`src/rtl/idex_operand_stage.sv`:
```
// idex_operand_stage: DLX ID/EX register with operand forwarding, hazard stall and stall counter.
// Define IDEX_FORWARDING_EN to enable forwarding with the load-use-only hazard rule.
module idex_operand_stage #(
  parameter int DATA_W = 32,
  parameter int RA_W   = 5,
  parameter int OP_W   = 5
) (
  input  logic              clk,
  input  logic              reset,
  input  logic              id_valid,
  input  logic [OP_W-1:0]   id_op,
  input  logic [RA_W-1:0]   id_rs1,
  input  logic [RA_W-1:0]   id_rs2,
  input  logic              id_uses_rs2,
  input  logic [RA_W-1:0]   id_rd,
  input  logic [DATA_W-1:0] id_rs1_data,
  input  logic [DATA_W-1:0] id_rs2_data,
  input  logic [DATA_W-1:0] id_imm,
  input  logic              id_use_imm,
  input  logic              id_is_load,
  input  logic              id_reg_write,
  input  logic              flush,
  input  logic [RA_W-1:0]   exmem_rd,
  input  logic              exmem_reg_write,
  input  logic [DATA_W-1:0] exmem_result,
  input  logic [RA_W-1:0]   memwb_rd,
  input  logic              memwb_reg_write,
  input  logic [DATA_W-1:0] memwb_result,
  output logic              id_stall,
  output logic [DATA_W-1:0] alu_a,
  output logic [DATA_W-1:0] alu_b,
  output logic [OP_W-1:0]   alu_op,
  output logic [RA_W-1:0]   ex_rd,
  output logic              ex_reg_write,
  output logic              ex_is_load,
  output logic              ex_valid,
  output logic [DATA_W-1:0] ex_rs2_fwd,
  output logic [31:0]       stall_count
);
  typedef struct packed {
    logic              valid;
    logic              rw;
    logic              load;
    logic              use_imm;
    logic [OP_W-1:0]   op;
    logic [RA_W-1:0]   rd;
    logic [RA_W-1:0]   rs1;
    logic [RA_W-1:0]   rs2;
    logic [DATA_W-1:0] d1;
    logic [DATA_W-1:0] d2;
    logic [DATA_W-1:0] imm;
  } ex_t;
  ex_t ex_q, ex_d;
  logic [31:0] stall_q, stall_d;
  logic hazard, rs1_ex, rs2_ex;
  logic [DATA_W-1:0] rs1_v, rs2_v;
  assign rs1_ex = id_rs1 == ex_q.rd;
  assign rs2_ex = id_uses_rs2 && id_rs2 == ex_q.rd;
`ifdef IDEX_FORWARDING_EN
  logic a_mem, a_wb, b_mem, b_wb;
  assign hazard = id_valid && ex_q.valid && ex_q.load && ex_q.rw && ex_q.rd != '0 && (rs1_ex || rs2_ex);
  // r0 is hardwired zero, so a match on it never forwards
  assign a_mem = exmem_reg_write && exmem_rd != '0 && exmem_rd == ex_q.rs1;
  assign a_wb  = memwb_reg_write && memwb_rd != '0 && memwb_rd == ex_q.rs1;
  assign b_mem = exmem_reg_write && exmem_rd != '0 && exmem_rd == ex_q.rs2;
  assign b_wb  = memwb_reg_write && memwb_rd != '0 && memwb_rd == ex_q.rs2;
  assign rs1_v = a_mem ? exmem_result : a_wb ? memwb_result : ex_q.d1;
  assign rs2_v = b_mem ? exmem_result : b_wb ? memwb_result : ex_q.d2;
`else
  logic rs1_mem, rs2_mem, unused_fwd;
  // write-first register file covers MEM/WB, so only EX and EX/MEM producers stall
  assign rs1_mem = id_rs1 == exmem_rd;
  assign rs2_mem = id_uses_rs2 && id_rs2 == exmem_rd;
  assign hazard = id_valid && ((ex_q.valid && ex_q.rw && ex_q.rd != '0 && (rs1_ex || rs2_ex)) ||
                               (exmem_reg_write && exmem_rd != '0 && (rs1_mem || rs2_mem)));
  assign rs1_v = ex_q.d1;
  assign rs2_v = ex_q.d2;
  assign unused_fwd = ^{exmem_result, memwb_rd, memwb_reg_write, memwb_result, ex_q.rs1, ex_q.rs2};
`endif
  assign id_stall = hazard && !flush && !reset;
  assign stall_d  = stall_q + {31'b0, id_stall && stall_q != '1};
  always_comb begin
    ex_d = (flush || hazard) ? '0 : ex_t'{valid: id_valid, rw: id_reg_write, load: id_is_load,
      use_imm: id_use_imm, op: id_op, rd: id_rd, rs1: id_rs1, rs2: id_rs2,
      d1: id_rs1_data, d2: id_rs2_data, imm: id_imm};
  end
  always_ff @(posedge clk or posedge reset) begin
    if (reset) begin
      ex_q    <= '0;
      stall_q <= '0;
    end else begin
      ex_q    <= ex_d;
      stall_q <= stall_d;
    end
  end
  assign alu_a        = rs1_v;
  assign alu_b        = ex_q.use_imm ? ex_q.imm : rs2_v;
  assign ex_rs2_fwd   = rs2_v;
  assign alu_op       = ex_q.op;
  assign ex_rd        = ex_q.rd;
  assign ex_reg_write = ex_q.rw;
  assign ex_is_load   = ex_q.load;
  assign ex_valid     = ex_q.valid;
  assign stall_count  = stall_q;
endmodule

```
`config.mk`:
```
export PLATFORM = sky130hd
export DESIGN_NAME = idex_operand_stage
export DESIGN_NICKNAME = d
export VERILOG_FILES = /design/src/rtl/idex_operand_stage.sv
export SDC_FILE = /design/constraint.sdc
export NUM_CORES = 1
export LEC_CHECK = 0
export CELL_PAD_IN_SITES_DETAIL_PLACEMENT = 2
export CELL_PAD_IN_SITES_GLOBAL_PLACEMENT = 2
export CORE_ASPECT_RATIO = 0.6
export CORE_MARGIN = 10
export CORE_UTILIZATION = 23
export DETAILED_ROUTE_END_ITERATION = 12
export GPL_TIMING_DRIVEN = 1
export MAX_ROUTING_LAYER = met4
export PLACE_DENSITY_LB_ADDON = 0.25
export SETUP_SLACK_MARGIN = 0.2
export SLEW_MARGIN = 20
export SYNTH_ARGS = -nofsm -noshare
export SYNTH_HDL_FRONTEND = slang
export SYNTH_SLANG_ARGS = --single-unit
export TNS_END_PERCENT = 30
```
`constraint.sdc`:
```
create_clock -name clk -period 6.2 [get_ports clk]
set_input_delay 1.24 -clock clk [delete_from_list [all_inputs] [get_ports clk]]
set_output_delay 1.24 -clock clk [all_outputs]
set_load 0.02 [all_outputs]
```
After elaboration in Yosys (flattened, before gate mapping) --
Cells that the tools add are included.
Word-level totals: register bits after elaboration 142, output and inout port bits 142, word-level logic and storage cells 37, bits of input ports 200
Operators by class: eq/ne operators 5, $add $sub $neg 1, multiplexer cells 2, reductions and logical operators 19
Operator list (count):
- $mux W120 | 1
- $add A32 B1 Y32 | 1
- $mux W32 | 1
- $ne A32 B32 Y1 const B | 1
- $eq A5 B5 Y1 | 4
- $logic_and A1 B1 Y1 | 11
- $reduce_bool A5 Y1 | 2
- $logic_or A1 B1 Y1 | 4
- $logic_not A1 Y1 | 2

Logic depth before layout (Yosys ltp) --
word-level depth 10, depth in mapped cells 12, gate-level depth less buffers 12

Worst setup path before layout --
OpenSTA, ideal clock, no wires.
kind input -> output, start point input id_rs1[4], end point output id_stall, stages on the path 5, path slack 2543 ps, required time 4960 ps, buffers on the path 0, arrival time 2417 ps, cells stage by stage xnor2_1 nand3_1 o22ai_1 a22oi_1 nor3_1
Between the ends: longest elaborated chain between the ends 7, elaborated cells on any way between the ends 10, classes of those cells 2 x eq/ne; 8 x reduce/logical
RTL lines:
- from (decl) | RTL line 12 | input logic [RA_W-1:0] id_rs1,
- $eq A5 B5 Y1 (on tied branches) | RTL line 57, 72
- $logic_or A1 B1 Y1 (on tied branches) | RTL line 74, 75
- $logic_and A1 B1 Y1 (on tied branches) | RTL line 74, 75
- $logic_or A1 B1 Y1 * | RTL line 74 | assign hazard = id_valid && ((ex_q.valid && ex_q.rw && ex_q.rd != '0 && (rs1_ex || rs2_ex)) ||
- $logic_and A1 B1 Y1 * | RTL line 74
- $logic_and A1 B1 Y1 * (2 in a row) | RTL line 80 | assign id_stall = hazard && !flush && !reset;
- to (decl) | RTL line 29 | output logic id_stall,
Every way passes the cells marked *; elsewhere a longest branch is shown, timed or not.

Worst setup path in the final report --
start point input exmem_rd[3], end point output id_stall
Between the ends: longest elaborated chain between the ends 8, elaborated cells on any way between the ends 11, classes of those cells 2 x eq/ne; 9 x reduce/logical
RTL lines:
- from (decl) | RTL line 23 | input logic [RA_W-1:0] exmem_rd,
- $eq A5 B5 Y1 | RTL line 73 | assign rs2_mem = id_uses_rs2 && id_rs2 == exmem_rd;
- $logic_and A1 B1 Y1 | RTL line 73
- $logic_or A1 B1 Y1 | RTL line 75 | (exmem_reg_write && exmem_rd != '0 && (rs1_mem || rs2_mem)));
- $logic_and A1 B1 Y1 * | RTL line 75
- $logic_or A1 B1 Y1 * | RTL line 74
- $logic_and A1 B1 Y1 * | RTL line 74
- $logic_and A1 B1 Y1 * (2 in a row) | RTL line 80
Marked as above.

==> impl_metrics.tcl <==
set metrics [dict create \
    status "complete, no violations" \
    rsz0062_at_grt "no" \
    synth_nets 705 \
    portBuffers 271 \
    clock_skew_ns 0.00651 \
    cts_tree "built" \
    antenna_found_initial 0 \
    postSynthAreaPerCell_sq_um 12.4 \
    yosys_warnings 0 \
    grt.total_usage 0.136 \
    drt-pass1-iter-count 4 \
    route.vias.total 4305 \
    clk_pin_slew_ns 0.06 \
    cp.required_ns 4.96 \
    drtIter0Drc 106 \
    dieHeight_um 148 \
    synth.yosys.seq_area_share 0.569 \
    postRouteAntennaNets 0 \
    cts_max_level 4 \
    syn2layout_area_growth_pct 49.4 \
    finalSetupViolCount 0 \
    ios 342 \
    cts_buffer_depth 2 \
    synth.area.top_cells "dfrtp_1 (57%), and2_2 (11%), buf_4 (8.9%)" \
    yosysTopAreaCell "dfrtp_1" \
    grt_pass1_wl_um 33900 \
    diodes 0 \
    setup.worst_path.start_class "input pin" \
    power.leakage_nw 3.93 \
    finalCritPeriodShare 0.806 \
    wl_per_cell_um 20.8 \
    clkPwrFrac 0.408 \
    p_sw_w 0.000565 \
    seqPwrFrac 0.436 \
    synth_cells 503 \
    tightest_slew_ns 0.908 \
    cp.arrival_ns 3.75 \
    final_nets 909 \
    clock.fmax_ghz 0.200 \
    pre_cts_slack_ns 1.09 \
    holdCritStartpoint "stall_count[9]$_DFF_PP0_" \
    grt_remaining_overflow 0 \
    finalPower_w 0.00227 \
    final.min_clock_period_ns 4.99 \
    hold_viol_final 0 \
    worst_hold_path_type "flop to flop" \
    switching_share 0.250 \
    drive_gt1_frac 0.216 \
    root_buffer "clkbuf_16" \
    start_util 0.235 \
    place_inst 1048 \
    core_sq_mm 0.0266 \
    synth_seq_cells 142 \
    cts_made_buffers 17 \
    timing.setup.tns_ns 0 \
    end_kind "output port" \
    insertion_delay_ns 0.43 \
    first_global_vias 5198 \
    fin_cells 1078 \
    die_area_sq_mm 0.0344 \
    rows 46 \
    reg2reg_slack_ns 2.29 \
    cts_setup_buffers 0 \
    worstPathMaxFanout 3 \
    fillers 2784 \
    fin_ws_ns 1.21 \
    wirelength_um 22500 \
    holdBufCountCts 0 \
    final_util 0.351 \
    criticalPathCategory "input pin to output port" \
    syn-cell-area_sq_mm 0.00624 \
    slew_headroom 0.395 \
    die_w_um 233 \
    route.detailed.drc 0 \
    ir_drop_v 0.000158 \
    p_int_w 0.00170 \
    cp-startpoint "exmem_rd[3]" \
    comb_power_share 0.156 \
    via_per_inst 3.99 \
    worstReg2RegStart "ex_rd[2]$_DFF_PP0_" \
    power_density_mw_per_mm2 243 \
    synth.distinct_cells 30 \
    dp_hpwl_um 17500 \
    cts_sinks 142 \
    ctsResizeCount 0 \
    grt_max_degree 98 \
    maxCapViolCount 0 \
    maxSlewViolCount 0 \
    place_congestion 0.813 \
    synth_top_area_share 0.569 \
]
## layout make-up
cell class                      instances  area (sq um)  share of cell area
Clock buffer                           24           482              0.0516
Multi-Input combinational cell        268          2050               0.220
Sequential cell                       142          3550               0.381
Tap cell                              360           450              0.0483
Timing Repair Buffer                  275          2740               0.294
Inverter                                3          16.3             0.00174
Clock inverter                          6          37.5             0.00402
## flip-flops by register name, summed over array words and instances (netlist names)
register	flops
alu_a	32
stall_count	32
ex_is_load	1
alu_op	5
ex_valid	1
ex_q	33
ex_rs2_fwd	32
ex_rd	5
ex_reg_write	1
## cells by family after synthesis
logic type               synth area share
multiplexers                       0.0577
flip-flops                          0.569
AO/OA/AOI/OAI                     0.00982
XOR/XNOR                           0.0701
adder cells (fa/ha/maj)           0.00401
AND/OR/NAND/NOR                     0.186
buffers and inverters               0.103
## worst max-delay path: stages
cell and delay (ns):
clkdlybuf4s50_1 0.50, or4_1 0.55, o21ai_0 0.32, inv_1 0.08, a22oi_1 0.39, nor3_1 0.12, clkdlybuf4s50_1 0.57
## power groups by stage
stage	clock network, W	logic, W	registers, W
after floorplan	0	0.000188	0.000999
after CTS	0.000967	0.000365	0.000989
after detailed placement	0	0.000362	0.00101
after global routing	0.00102	0.000381	0.000993
final	0.000923	0.000354	0.000988
after global placement	0	0.000354	0.00100
## synth_stat cells
cell type and n:
nand3_1 13, o311a_1 1, xor2_1 6, or3_1 1, buf_1 3, o21ai_0 1
and2_2 90, nor2_1 8, and4_1 6, o22ai_1 2, or4_1 2, nor4_1 1
clkbuf_1 11, a22oi_1 1, dfrtp_1 142, nor3b_1 1, nand2_1 18, buf_4 74
nand4_1 10, a221oi_4 1, and3_1 3, and2_1 21, inv_1 3, nor3_1 2
ha_1 2, buf_6 2, nand2b_1 1, mux2_2 32, and2_4 1, xnor2_1 44
## through the flow
step	hold WS [ns]	instance area (sq um)
finish	0.499	9330
global route	0.525	9330
CTS	0.510	9330
detailed placement	0.498	8810
global placement	0.480	8810
floorplan	0.589	6240
## final timing paths
check / endpoint / depth (start not counted)
setup / recovery: id_stall / 7
min in group asynchronous: stall_count[23]$_DFF_PP0_ / 2
hold reg to reg: stall_count[9]$_DFF_PP0_ / 1
max in group asynchronous: alu_a[4]$_DFF_PP0_ / 3
setup reg to reg: stall_count[20]$_DFF_PP0_ / 12
hold / removal: stall_count[9]$_DFF_PP0_ / 1
## routing by layer
metal / track usage / up-vias / part of all wire
met2: 0.224 / 129 / 0.51
met3: 0.0489 / 18 / 0.066
met5: - / - / 0
met4: 0.0459 / 0 / 0.015
li1: - / 1954 / -
met1: 0.151 / 2204 / 0.41
## placed cells by master (no fill, tap or decap), drive strengths merged
master         instances
clkdlybuf4s50        271
dfrtp                142
and2                 112
xnor2                 44
mux2                  32
clkbuf                24
nand2                 18
nand3                 13
nand4                 10
nor2                   8
and4                   6
xor2                   6
buf                    4
and3                   3
clkinvlp               3
clkinv                 3
inv                    3
or4                    2
o22ai                  2
nor3                   2
ha                     2
o21ai                  1
or3                    1
o311a                  1
a22oi                  1
nand2b                 1
nor4                   1
a221oi                 1
nor3b                  1
Note: power is estimated with default switching activity, not from simulation.
